File: src/rtl/uart_bpm_parser.sv
// uart_bpm_parser: 8N1 UART receiver feeding an ASCII "BPM<digits>" frame parser.
// Emits the decoded rate with a valid strobe, plus overflow, framing and parse
// error strobes. All strobes are single-cycle registered pulses.
module uart_bpm_parser #(
    parameter int CLK_DIV     = 5208,
    parameter int MAX_DIGITS  = 3,
    parameter int OUT_W       = 8,
    parameter int TIMEOUT_CYC = 156240
) (
    input  logic             clk,
    input  logic             rst_n,
    input  logic             data_rx,
    output logic [OUT_W-1:0] xinlv,
    output logic             xinlv_valid,
    output logic             ovf,
    output logic             frame_err,
    output logic             parse_err,
    output logic [7:0]       rx_byte,
    output logic             rx_byte_valid
);
    localparam int CNT_W = $clog2(CLK_DIV);
    localparam int TO_W  = $clog2(TIMEOUT_CYC + 1);
    localparam int ACC_W = 14;

    localparam logic [CNT_W-1:0] HALF_TICK = CNT_W'(CLK_DIV / 2 - 1);
    localparam logic [CNT_W-1:0] FULL_TICK = CNT_W'(CLK_DIV - 1);
    localparam logic [TO_W-1:0]  TO_LAST   = TO_W'(TIMEOUT_CYC - 1);
    localparam logic [31:0]      OUT_MAX   = 32'((64'd1 << OUT_W) - 64'd1);

    localparam logic [7:0] CH_B = 8'h42;
    localparam logic [7:0] CH_P = 8'h50;
    localparam logic [7:0] CH_M = 8'h4D;
    localparam logic [7:0] CH_0 = 8'h30;
    localparam logic [7:0] CH_9 = 8'h39;

    typedef enum logic [1:0] {IDLE, START, DATA, STOP} rx_state_t;
    typedef enum logic [1:0] {P_IDLE, GOT_B, GOT_P, DIGITS} p_state_t;

    // ---------------- UART receiver ----------------
    rx_state_t        rx_state, rx_next;
    logic             sync1, sync2, rx_prev;
    logic [CNT_W-1:0] baud_cnt;
    logic [2:0]       bit_cnt;
    logic [7:0]       shift_reg;
    logic             sample;
    logic             rx_s;

    assign rx_s = sync2;

    // RX state register.
    // NOTE: sequential state uses non-blocking (<=) so every register sees pre-edge values.
    always_ff @(posedge clk or negedge rst_n) begin
        if (!rst_n) rx_state <= IDLE;
        else        rx_state <= rx_next;
    end

    // RX next-state and sample-point decode.
    // NOTE: every output of an always_comb gets a default first, so no path can infer a latch.
    always_comb begin
        rx_next = rx_state;
        sample  = 1'b0;
        case (rx_state)
            IDLE: begin
                if (rx_prev && !rx_s) rx_next = START;
            end
            START: begin
                if (baud_cnt == HALF_TICK) begin
                    sample  = 1'b1;
                    rx_next = rx_s ? IDLE : DATA;   // line back high: glitch, not a start bit
                end
            end
            DATA: begin
                if (baud_cnt == FULL_TICK) begin
                    sample = 1'b1;
                    if (bit_cnt == 3'd7) rx_next = STOP;
                end
            end
            STOP: begin
                if (baud_cnt == FULL_TICK) begin
                    sample  = 1'b1;
                    rx_next = IDLE;                 // leave mid stop bit to catch a gapless next start
                end
            end
            default: rx_next = IDLE;
        endcase
    end

    // RX datapath: synchroniser, bit timing, shift register and byte strobes.
    always_ff @(posedge clk or negedge rst_n) begin
        if (!rst_n) begin
            sync1         <= 1'b1;
            sync2         <= 1'b1;
            rx_prev       <= 1'b1;
            baud_cnt      <= '0;
            bit_cnt       <= '0;
            shift_reg     <= '0;
            rx_byte       <= '0;
            rx_byte_valid <= 1'b0;
            frame_err     <= 1'b0;
        end else begin
            sync1         <= data_rx;
            sync2         <= sync1;
            rx_prev       <= sync2;
            rx_byte_valid <= 1'b0;
            frame_err     <= 1'b0;
            if (rx_state == IDLE || sample) baud_cnt <= '0;
            else                            baud_cnt <= baud_cnt + CNT_W'(1);
            if (sample) begin
                case (rx_state)
                    START: bit_cnt <= '0;
                    DATA: begin
                        shift_reg <= {rx_s, shift_reg[7:1]};
                        bit_cnt   <= bit_cnt + 3'd1;
                    end
                    STOP: begin
                        if (rx_s) begin
                            rx_byte       <= shift_reg;
                            rx_byte_valid <= 1'b1;
                        end else begin
                            frame_err <= 1'b1;
                        end
                    end
                    default: ;
                endcase
            end
        end
    end

    // ---------------- Frame parser ----------------
    p_state_t         p_state, p_next;
    logic [ACC_W-1:0] acc, acc_next, commit_val;
    logic [2:0]       dcnt, dcnt_next;
    logic [TO_W-1:0]  to_cnt;
    logic             commit, perr, timeout, is_digit, ovf_c;

    assign timeout  = (p_state != P_IDLE) && (to_cnt == TO_LAST);
    assign is_digit = (rx_byte >= CH_0) && (rx_byte <= CH_9);
    assign ovf_c    = 32'(commit_val) > OUT_MAX;

    // Parser state register.
    always_ff @(posedge clk or negedge rst_n) begin
        if (!rst_n) p_state <= P_IDLE;
        else        p_state <= p_next;
    end

    // Parser next-state, accumulator update, commit and parse-error decode.
    always_comb begin
        p_next     = p_state;
        acc_next   = acc;
        dcnt_next  = dcnt;
        commit     = 1'b0;
        commit_val = acc;
        perr       = 1'b0;
        if (frame_err) begin
            p_next = P_IDLE;                        // a corrupted byte aborts the frame silently
        end else if (rx_byte_valid) begin
            case (p_state)
                P_IDLE: begin
                    if (rx_byte == CH_B) p_next = GOT_B;
                end
                GOT_B: begin
                    if (rx_byte == CH_P)      p_next = GOT_P;
                    else if (rx_byte != CH_B) begin perr = 1'b1; p_next = P_IDLE; end
                end
                GOT_P: begin
                    if (rx_byte == CH_M) begin
                        p_next    = DIGITS;
                        acc_next  = '0;
                        dcnt_next = '0;
                    end else begin
                        perr   = 1'b1;
                        p_next = (rx_byte == CH_B) ? GOT_B : P_IDLE;
                    end
                end
                DIGITS: begin
                    if (is_digit) begin
                        acc_next   = acc * ACC_W'(10) + ACC_W'(rx_byte - CH_0);
                        dcnt_next  = dcnt + 3'd1;
                        commit_val = acc_next;
                        if (dcnt_next == 3'(MAX_DIGITS)) begin
                            commit = 1'b1;
                            p_next = P_IDLE;
                        end
                    end else begin
                        // A non-digit terminates the number; a 'B' also opens the next frame.
                        if (dcnt != '0) commit = 1'b1;
                        else            perr   = 1'b1;
                        p_next = (rx_byte == CH_B) ? GOT_B : P_IDLE;
                    end
                end
                default: p_next = P_IDLE;
            endcase
        end else if (timeout) begin
            p_next = P_IDLE;
            if (p_state == DIGITS && dcnt != '0) commit = 1'b1;
        end
    end

    // Parser datapath: accumulator, idle timer and registered result strobes.
    always_ff @(posedge clk or negedge rst_n) begin
        if (!rst_n) begin
            acc         <= '0;
            dcnt        <= '0;
            to_cnt      <= '0;
            xinlv       <= '0;
            xinlv_valid <= 1'b0;
            ovf         <= 1'b0;
            parse_err   <= 1'b0;
        end else begin
            acc         <= acc_next;
            dcnt        <= dcnt_next;
            xinlv_valid <= commit;
            ovf         <= commit && ovf_c;
            parse_err   <= perr;
            if (rx_byte_valid || p_state == P_IDLE) to_cnt <= '0;
            else                                    to_cnt <= to_cnt + TO_W'(1);
            if (commit) xinlv <= ovf_c ? '1 : OUT_W'(commit_val);
        end
    end

endmodule

File: config.mk
export PLATFORM = sky130hd
export DESIGN_NAME = uart_bpm_parser
export DESIGN_NICKNAME = d
export VERILOG_FILES = /design/src/rtl/uart_bpm_parser.sv
export SDC_FILE = /design/constraint.sdc
export NUM_CORES = 1
export LEC_CHECK = 0
export CAP_MARGIN = 10
export CORE_ASPECT_RATIO = 1.5
export CORE_MARGIN = 5
export CORE_UTILIZATION = 50
export CTS_CLUSTER_SIZE = 24
export DETAILED_ROUTE_END_ITERATION = 6
export PLACE_DENSITY = 0.75
export SYNTH_ARGS = -nofsm -noshare
export SYNTH_HDL_FRONTEND = slang
export SYNTH_SLANG_ARGS = --single-unit
File: constraint.sdc
create_clock -name clk -period 6.16 [get_ports clk]
set_clock_uncertainty 0.2 [all_clocks]
set_input_delay 0.924 -clock clk [delete_from_list [all_inputs] [get_ports clk]]
set_output_delay 0.924 -clock clk [all_outputs]
set_load 0.02 [all_outputs]
==> out/metrics.yaml, run 1 <==
critPathBufInv: 1
rr_startpoint: "acc[2]"
rrSetupSlack_ns: 1.67
final_area_um2: 6120
min_to: "rx_s"
crit_chain: "ha_1 -> ha_1 -> a21o_1 -> a21oi_1 -> nor2_1 -> o31a_1 -> o21a_1 -> nor2_1 -> xnor2_1 -> ha_1 -> a2111oi_1 -> mux2i_1 -> nand3_1 -> nand4_1 -> clkinv_1 -> a31oi_1"
path_clk_slew_ns: 0.06
clk_path_buf_depth: 2
largest_reg_flops: 18
hold_class: "flip-flop to flip-flop"
synth_top_area_share: 0.387
cp_top_family: "compound AO/OA/AOI/OAI gates"
crit_slowest_cell: "a2111oi_1"
synthArstFlopShare: 1.00
critPathArrivalTime_ns: 4.55
path_common_cell: "ha_1"
dp_hpwl_um: 8960
nets: 628
drt_iter0_markers: 254
post_cts_buffers: 0
multiInputGateArea_um2: 3100
max_freq_ghz: 0.223
die_x_um: 95.1
pin_count: 24
drc_errors: 0
whs_path_depth: 0
place_ws_ns: 1.74
synth_ff_type: "dfrtp_1"
fillerInstances: 939
grt_use_total: 0.202
cts_resized: 0
rsz0062_at_grt: "false"
die_area_um2: 13100
drt_pass1_iterations: 4
regMostFlops: "to_cnt"
endpoint_kind: "flip-flop"
start_kind: "flip-flop"
slew-limit-headroom: 0.399
ys_seq_area_frac: 0.402
reg_top3: "to_cnt: 18 flops, acc: 14 flops, baud_cnt: 13 flops"
path_max_fanout: 7
worstMarginPinSlew_ns: 0.895
synth_nets: 605
clock_latency_ns: 0.34
final-setup-viol-count: 0
synth_largest_area_cell: "dfrtp_1"
gp_congestion: 0.875
ir_drop_mv: 0.168
critical_path_class: "flip-flop to flip-flop"
worstPathRequired_ns: 6.22
via_per_inst: 5.83
clock-sinks: 87
cts_tree: "yes"
placed_cell_area_um2: 5800
synth_area_leaders: "dfrtp_1 39%, ha_1 10%, nor2_1 4.7%"
holdCritStartpoint: "sync1"
cts-hold-fix-buffers: 0
die_h_um: 138
antenna_found_initial: 0
yosysMostFrequentCell: "dfrtp_1"
syn_inst: 555
grt_pass1_vias: 4270
cap_violations: 0
r2r-end: "xinlv[0]"
p_total_w: 0.00129
synth.top_cells.by_count: "84 x dfrtp_1, 68 x nor2_1, 45 x ha_1"
area_growth_pct: 12.7
synth_cell_type_count: 67
setup_slack_ns: 1.67
p_leak_nw: 2.79
port_buffers: 23
status: "completed"
synth_warnings: 0
std_cell_rows: 46
cts_made_buffers: 9
vias: 4236
core_um2: 10600
start_util: 0.512
slowest_delay_ns: 0.60
slew_viol_final: 0
syn_area_per_cell_um2: 9.78
synth_edf_count: 0
drive_gt1_frac: 0.0875
synth_area_um2: 5430
rr_worst_depth: 16
cts_max_level: 3
wl_per_cell_um: 16.7
postRouteAntennaNets: 0
powerDensity_nw_per_um2: 211
grt_pass1_wl_um: 20600
cts_root_buffer: "clkbuf_16"
hold_viol: 0
synth-seq-cells: 87
overflow: 0
routed_wl_um: 12100
grt_max_degree: 57
period_needed_ns: 4.49
regArea_um2: 2180
setup-tns-final_ns: 0
antenna_cells: 0
finalCritPeriodShare: 0.729
## where the power goes
part	switching, W	total, W	internal, W
combinational	0.0000639	0.0000959	0.0000320
sequential	0.0000142	0.000601	0.000587
clock	0.000232	0.000591	0.000358
total	0.000311	0.00129	0.000977
## kinds of logic after synthesis
family	count (synthesis)	share of synthesized area
compound gates	120	0.149
xor+xnor	43	0.0708
fa+ha+maj	47	0.111
buf+inv	37	0.0272
flops	87	0.402
mux	32	0.0653
simple gates	189	0.175
## cell type report
type / instances / share of cell area
multi-input combinational: 431 / 0.506
sequential: 87 / 0.357
timing repair buffer: 26 / 0.0409
clock buffer: 10 / 0.0374
tap: 144 / 0.0295
clock inverter: 6 / 0.0151
inverter: 23 / 0.0141
## worst max-delay path by stage
stage / depth (start not counted) / slack (ns) / end / startpoint
5_1_grt: 16 / 1.39 / xinlv[4] / acc[1]
2_1_floorplan: 16 / 2.24 / xinlv[1] / acc[1]
3_5_place_dp: 15 / 1.74 / xinlv[0] / acc[1]
6_report: 16 / 1.67 / xinlv[0] / acc[2]
4_1_cts: 16 / 1.69 / xinlv[0] / acc[2]
3_3_place_gp: 16 / 1.92 / xinlv[5] / acc[1]
## metrics by stage
step	util	hold slack, ns	cells
after global routing	0.578	0.163	727
after detailed placement	0.547	0.149	711
after floorplan	-	0.145	555
final	0.578	0.159	727
after CTS	0.578	0.158	727
after global placement	0.547	0.146	711
## cell usage in the layout, fill, tap and decap left out, types with 5 or more instances in the layout
cell              n
a22o_1            7
ha_1             45
nand2b_1          7
or3_1             5
nor4b_1           6
nand3_1          25
nand2_1          33
nor2_1           68
a211oi_1          5
clkdlybuf4s50_1  22
nor3_1            5
mux2i_1           5
mux2_2           20
o21a_1            7
o21ai_0          30
mux2_1            7
xor2_1           22
xnor2_1          20
nor2b_1           8
and3_1            6
nand4_1           8
dfrtp_1          84
inv_1            22
a21oi_1          25
clkbuf_16         9
## per-layer routing
| metal | vias to the layer above | global-route usage | wire [um] |
|---|---|---|---|
| met4 | 0 | 0.0883 | 434 |
| met2 | 81 | 0.363 | 6400 |
| met3 | 32 | 0.0355 | 395 |
| li1 | 2052 | - | - |
| met5 | - | 0 | 0 |
| met1 | 2071 | 0.230 | 4910 |
No activity file was read; power rests on OpenSTA's default activity.
==> inputs of run 2 (changes only) <==
Clock period 6.16 ns to 4.6 ns, I/O delays scaled along.
==> run 2 against run 1 <==
  * Cell count up 0.55%
  * Highest routed layer unchanged
  * Die area stayed put
  * Critical path type unchanged
  * First-iteration DRC count fell by 8.7%
  * Clock power increased by 17%
  * Clock-buffer cell count stayed put
  * Sequential share of layout area hardly changed
  * Critical path depth increased by 1
  * Flip-flop and latch count unchanged
  * Via count about the same
==> out/metrics.yaml, run 2 (synthesized netlist as in run 1, its figures left out) <==
final_area_um2: 6120
finalCritPeriodShare: 0.925
drive_gt1_frac: 0.0954
cts_made_buffers: 9
clock_latency_ns: 0.34
die_h_um: 138
via_per_inst: 5.79
multiInputGateArea_um2: 3100
path_common_cell: "ha_1"
slew-limit-headroom: 0.493
layout_common_cells: "84 x dfrtp_1, 68 x nor2_1, 45 x ha_1, 33 x nand2_1, 30 x o21ai_0"
std_cell_rows: 46
overflow: 0
setup-tns-final_ns: 0
wl_per_cell_um: 16.4
mostFrequentLayoutCell: "dfrtp_1"
critPathArrivalTime_ns: 4.32
placed_cells: 713
fin_cells: 731
hold_viol: 0
die_area_um2: 13100
status: "completed"
p_leak_nw: 2.80
cts_root_buffer: "clkbuf_16"
path_max_fanout: 7
cts_tree: "yes"
cap_violations: 0
drc_errors: 0
fillerInstances: 928
slew_viol_final: 0
worstMarginPinSlew_ns: 0.761
crit_chain: "ha_1 -> ha_1 -> a21o_1 -> a21oi_1 -> nor2_1 -> o31a_1 -> o21a_1 -> nor2_1 -> xnor2_1 -> ha_1 -> a2111oi_1 -> mux2i_1 -> nand3_1 -> nand4_1 -> buf_4 -> clkinv_1 -> a31oi_1"
path_clk_slew_ns: 0.06
critical_path_class: "flip-flop to flip-flop"
ir_drop_mv: 0.416
area_growth_pct: 12.7
regArea_um2: 2180
rsz0062_at_grt: "false"
antenna_cells: 0
powerDensity_nw_per_um2: 266
gp_congestion: 0.900
reg_top3: "to_cnt: 18 flops, acc: 14 flops, baud_cnt: 13 flops"
port_buffers: 23
start_util: 0.512
max_freq_ghz: 0.235
core_um2: 10600
crit_slowest_cell: "a2111oi_1"
vias: 4235
slowest_delay_ns: 0.57
final-setup-viol-count: 0
grt_max_degree: 59
postRouteAntennaNets: 0
grt_use_total: 0.198
nets: 632
period_needed_ns: 4.25
clock-sinks: 87
hold_class: "flip-flop to flip-flop"
die_x_um: 95.1
p_total_w: 0.00163
dp_hpwl_um: 8970
placed_cell_area_um2: 5810
pin_count: 24
drt_pass1_iterations: 4
start_kind: "flip-flop"
drt_iter0_markers: 232
regMostFlops: "to_cnt"
largest_reg_flops: 18
grt_pass1_vias: 4356
grt_pass1_wl_um: 20300
worstPathRequired_ns: 4.67
antenna_found_initial: 0
cts-hold-fix-buffers: 0
clk_path_buf_depth: 2
endpoint_kind: "flip-flop"
cts_max_level: 3
routed_wl_um: 12000
## run 2: cell types whose count changed in the layout (fill, tap and decap cells not counted), sizes merged
cell / delta
clkinv: +4
bufinv: -2
clkinvlp: -2
buf: +4
## run 2: path summary, 6_finish.rpt
path,startpoint,endpoint,slack (ns),cells past startpoint
setup / recovery,acc[2],xinlv[0],0.35,17
hold / removal,sync1,rx_s,0.16,0
setup reg to reg,acc[2],xinlv[0],0.35,17
hold reg to reg,sync1,rx_s,0.16,0
max in group asynchronous,rst_n,acc[1],3.15,2
min in group asynchronous,rst_n,shift_reg[3],0.19,1
## run 2: power breakdown
part           switching, W  internal, W  leakage, nW
Sequential        0.0000191     0.000786         1.20
Combinational     0.0000869    0.0000432         1.46
Clock              0.000316     0.000376        0.139
## run 2: area by class of cell
cell class,instances,area share
Multi-Input combinational cell,431,0.508
Inverter,23,0.0141
Clock inverter,6,0.00900
Sequential cell,87,0.357
Clock buffer,10,0.0374
Timing Repair Buffer,30,0.0458
Tap cell,144,0.0295
## run 2: critical path: cells and delay by family, from the launching register on
family,cells,cell delay (ns)
xor+xnor,1,0.08
simple gates,4,0.44
fa+ha+maj,3,0.92
flops,1,0.42
compound gates,6,1.60
buf+inv,2,0.28
mux,1,0.26
## run 2: timing repair
item                                    CTS  global route
endpoints found under the hold margin     0             0
gates resized for setup                   0             2
buffers inserted                          0             2
endpoints found under the setup margin    0            10
## run 2: metal layers
metal,routed length (um),vias up,global-route usage
met4,398,0,0.0931
li1,-,2059,-
met5,0,-,0
met2,6340,70,0.354
met3,311,31,0.0339
met1,4950,2075,0.225
## run 2: through the flow
step                      hold WS (ns)  utilization  worst slack, ns
after global routing             0.172        0.578           0.0457
after global placement           0.146        0.549            0.363
after detailed placement         0.158        0.549            0.248
after CTS                        0.166        0.575            0.217
final                            0.164        0.578            0.346
after floorplan                  0.145            -            0.683
==> inputs of run 3 (changes only) <==
Settings changed: ABC_AREA set to 0, RECOVER_POWER set to 100.
==> run 3 against run 2 <==
  * The flow now finishes with violations (capacitance limit, slew limit)
  * Fmax down 0.31%
  * Worst setup slack lost 0.013 ns
  * Clock power barely moved
  * Critical path type unchanged
  * First-iteration DRC count shrank 3.4%
  * Hold slack better by 0.0034 ns
  * Global-route usage is the same
  * Via count increased by 0.28%
  * Die area unchanged
  * Register-to-register slack is essentially flat
  * Sequential share of layout area up 0.095 points
  * Flip-flop and latch count is the same
  * Highest routed layer unchanged
==> out/metrics.yaml, run 3 (synthesized netlist as in run 1, its figures left out) <==
grt_max_degree: 59
routed_wl_um: 12000
cap_violations: 1
clock_latency_ns: 0.34
gp_congestion: 0.900
cts_made_buffers: 9
postLayoutCoreUtil: 0.576
core_um2: 10600
die_h_um: 138
antenna_found_initial: 0
postRouteAntennaNets: 0
port_buffers: 23
slew-limit-headroom: -1.02
area_growth_pct: 12.4
slew_viol_final: 59
critPathArrivalTime_ns: 4.33
vias: 4247
endpoint_kind: "flip-flop"
regArea_um2: 2180
rrSetupSlack_ns: 0.33
hold_class: "flip-flop to flip-flop"
largest_reg_flops: 18
via_per_inst: 5.81
status: "finished with violations"
final-setup-viol-count: 0
cts_tree: "yes"
p_leak_nw: 2.86
drt_iter0_markers: 224
grt_use_total: 0.198
clock-sinks: 87
finalCritPeriodShare: 0.928
period_needed_ns: 4.27
setup-tns-final_ns: 0
mostFrequentLayoutCell: "dfrtp_1"
reg_top3: "to_cnt: 18 flops, acc: 14 flops, baud_cnt: 13 flops"
path_max_fanout: 7
hold_viol: 0
fillerInstances: 932
std_cell_rows: 46
cts-hold-fix-buffers: 0
cts_max_level: 3
nets: 632
powerDensity_nw_per_um2: 266
regMostFlops: "to_cnt"
placed_cells: 713
multiInputGateArea_um2: 3100
p_total_w: 0.00162
start_util: 0.512
fin_cells: 731
die_x_um: 95.1
drive_gt1_frac: 0.0869
drt_pass1_iterations: 4
die_area_um2: 13100
cts_root_buffer: "clkbuf_16"
wl_per_cell_um: 16.5
drc_errors: 0
antenna_cells: 0
dp_hpwl_um: 8970
ir_drop_mv: 0.409
layout_common_cells: "84 x dfrtp_1, 68 x nor2_1, 45 x ha_1, 33 x o21ai_0, 33 x nand2_1"
critical_path_class: "flip-flop to flip-flop"
pin_count: 24
grt_pass1_vias: 4356
worstPathRequired_ns: 4.66
path_clk_slew_ns: 0.06
worstMarginPinSlew_ns: 3.02
grt_pass1_wl_um: 20300
whs_path_depth: 0
clk_path_buf_depth: 2
max_freq_ghz: 0.234
overflow: 0
rsz0062_at_grt: "false"
rr_worst_depth: 17
violations: "capacitance limit, slew limit"
start_kind: "flip-flop"
## run 3: cell count changes in the layout (fill, tap and decap cells not counted), sizes merged
cell	change
clkdlybuf4s50	-22
dlygate4sd3	+22
buf	-3
clkbuf	+3
## run 3: power by group
group	switching (W)	leakage, nW	internal [W]
registers	0.0000189	1.20	0.000786
clock network	0.000315	0.139	0.000376
logic	0.0000859	1.52	0.0000407
total	0.000420	2.86	0.00120
## run 3: final cells by class
cell class | instances | share of cell area
Tap cell | 144 | 0.0295
Clock inverter | 6 | 0.00903
Clock buffer | 10 | 0.0375
Inverter | 23 | 0.0142
Timing Repair Buffer | 30 | 0.0443
Sequential cell | 87 | 0.358
Multi-Input combinational cell | 431 | 0.508
## run 3: critical path: stages (launching register included)
cell and delay [ns]:
dfrtp_1 0.42, ha_1 0.36, ha_1 0.31, a21o_1 0.18, a21oi_1 0.21, nor2_1 0.08
o31a_1 0.28, o21a_1 0.18, nor2_1 0.11, xnor2_1 0.08, ha_1 0.25, a2111oi_1 0.57
mux2i_1 0.25, nand3_1 0.14, nand4_1 0.12, buf_4 0.16, clkinv_1 0.11, a21boi_0 0.18
## run 3: path summary, 6_finish.rpt
check	to	from
max in group asynchronous	acc[2]	rst_n
hold reg to reg	rx_s	sync1
min in group asynchronous	shift_reg[3]	rst_n
hold / removal	rx_s	sync1
setup / recovery	ovf	acc[2]
setup reg to reg	ovf	acc[2]
## run 3: routing by layer
layer / vias to the layer above / wire length (um) / global-route usage
met5: - / 0 / 0
met4: 0 / 410 / 0.0931
met3: 32 / 413 / 0.0339
met2: 86 / 6360 / 0.354
met1: 2069 / 4840 / 0.225
li1: 2060 / - / -
## run 3: timing repair
action / 4_1_cts / 5_1_grt
resized for setup: 0 / 2
setup endpoints to repair: 0 / 10
endpoints found under the hold margin: 0 / 0
setup buffers: 0 / 2
## run 3: metrics by stage
step / hold slack, ns / area [um2] / setup WS [ns]
finish: 0.168 / 6100 / 0.333
global route: 0.177 / 6100 / 0.0438
CTS: 0.166 / 6090 / 0.217
detailed placement: 0.158 / 5810 / 0.248
global placement: 0.146 / 5810 / 0.363
floorplan: 0.145 / 5430 / 0.683
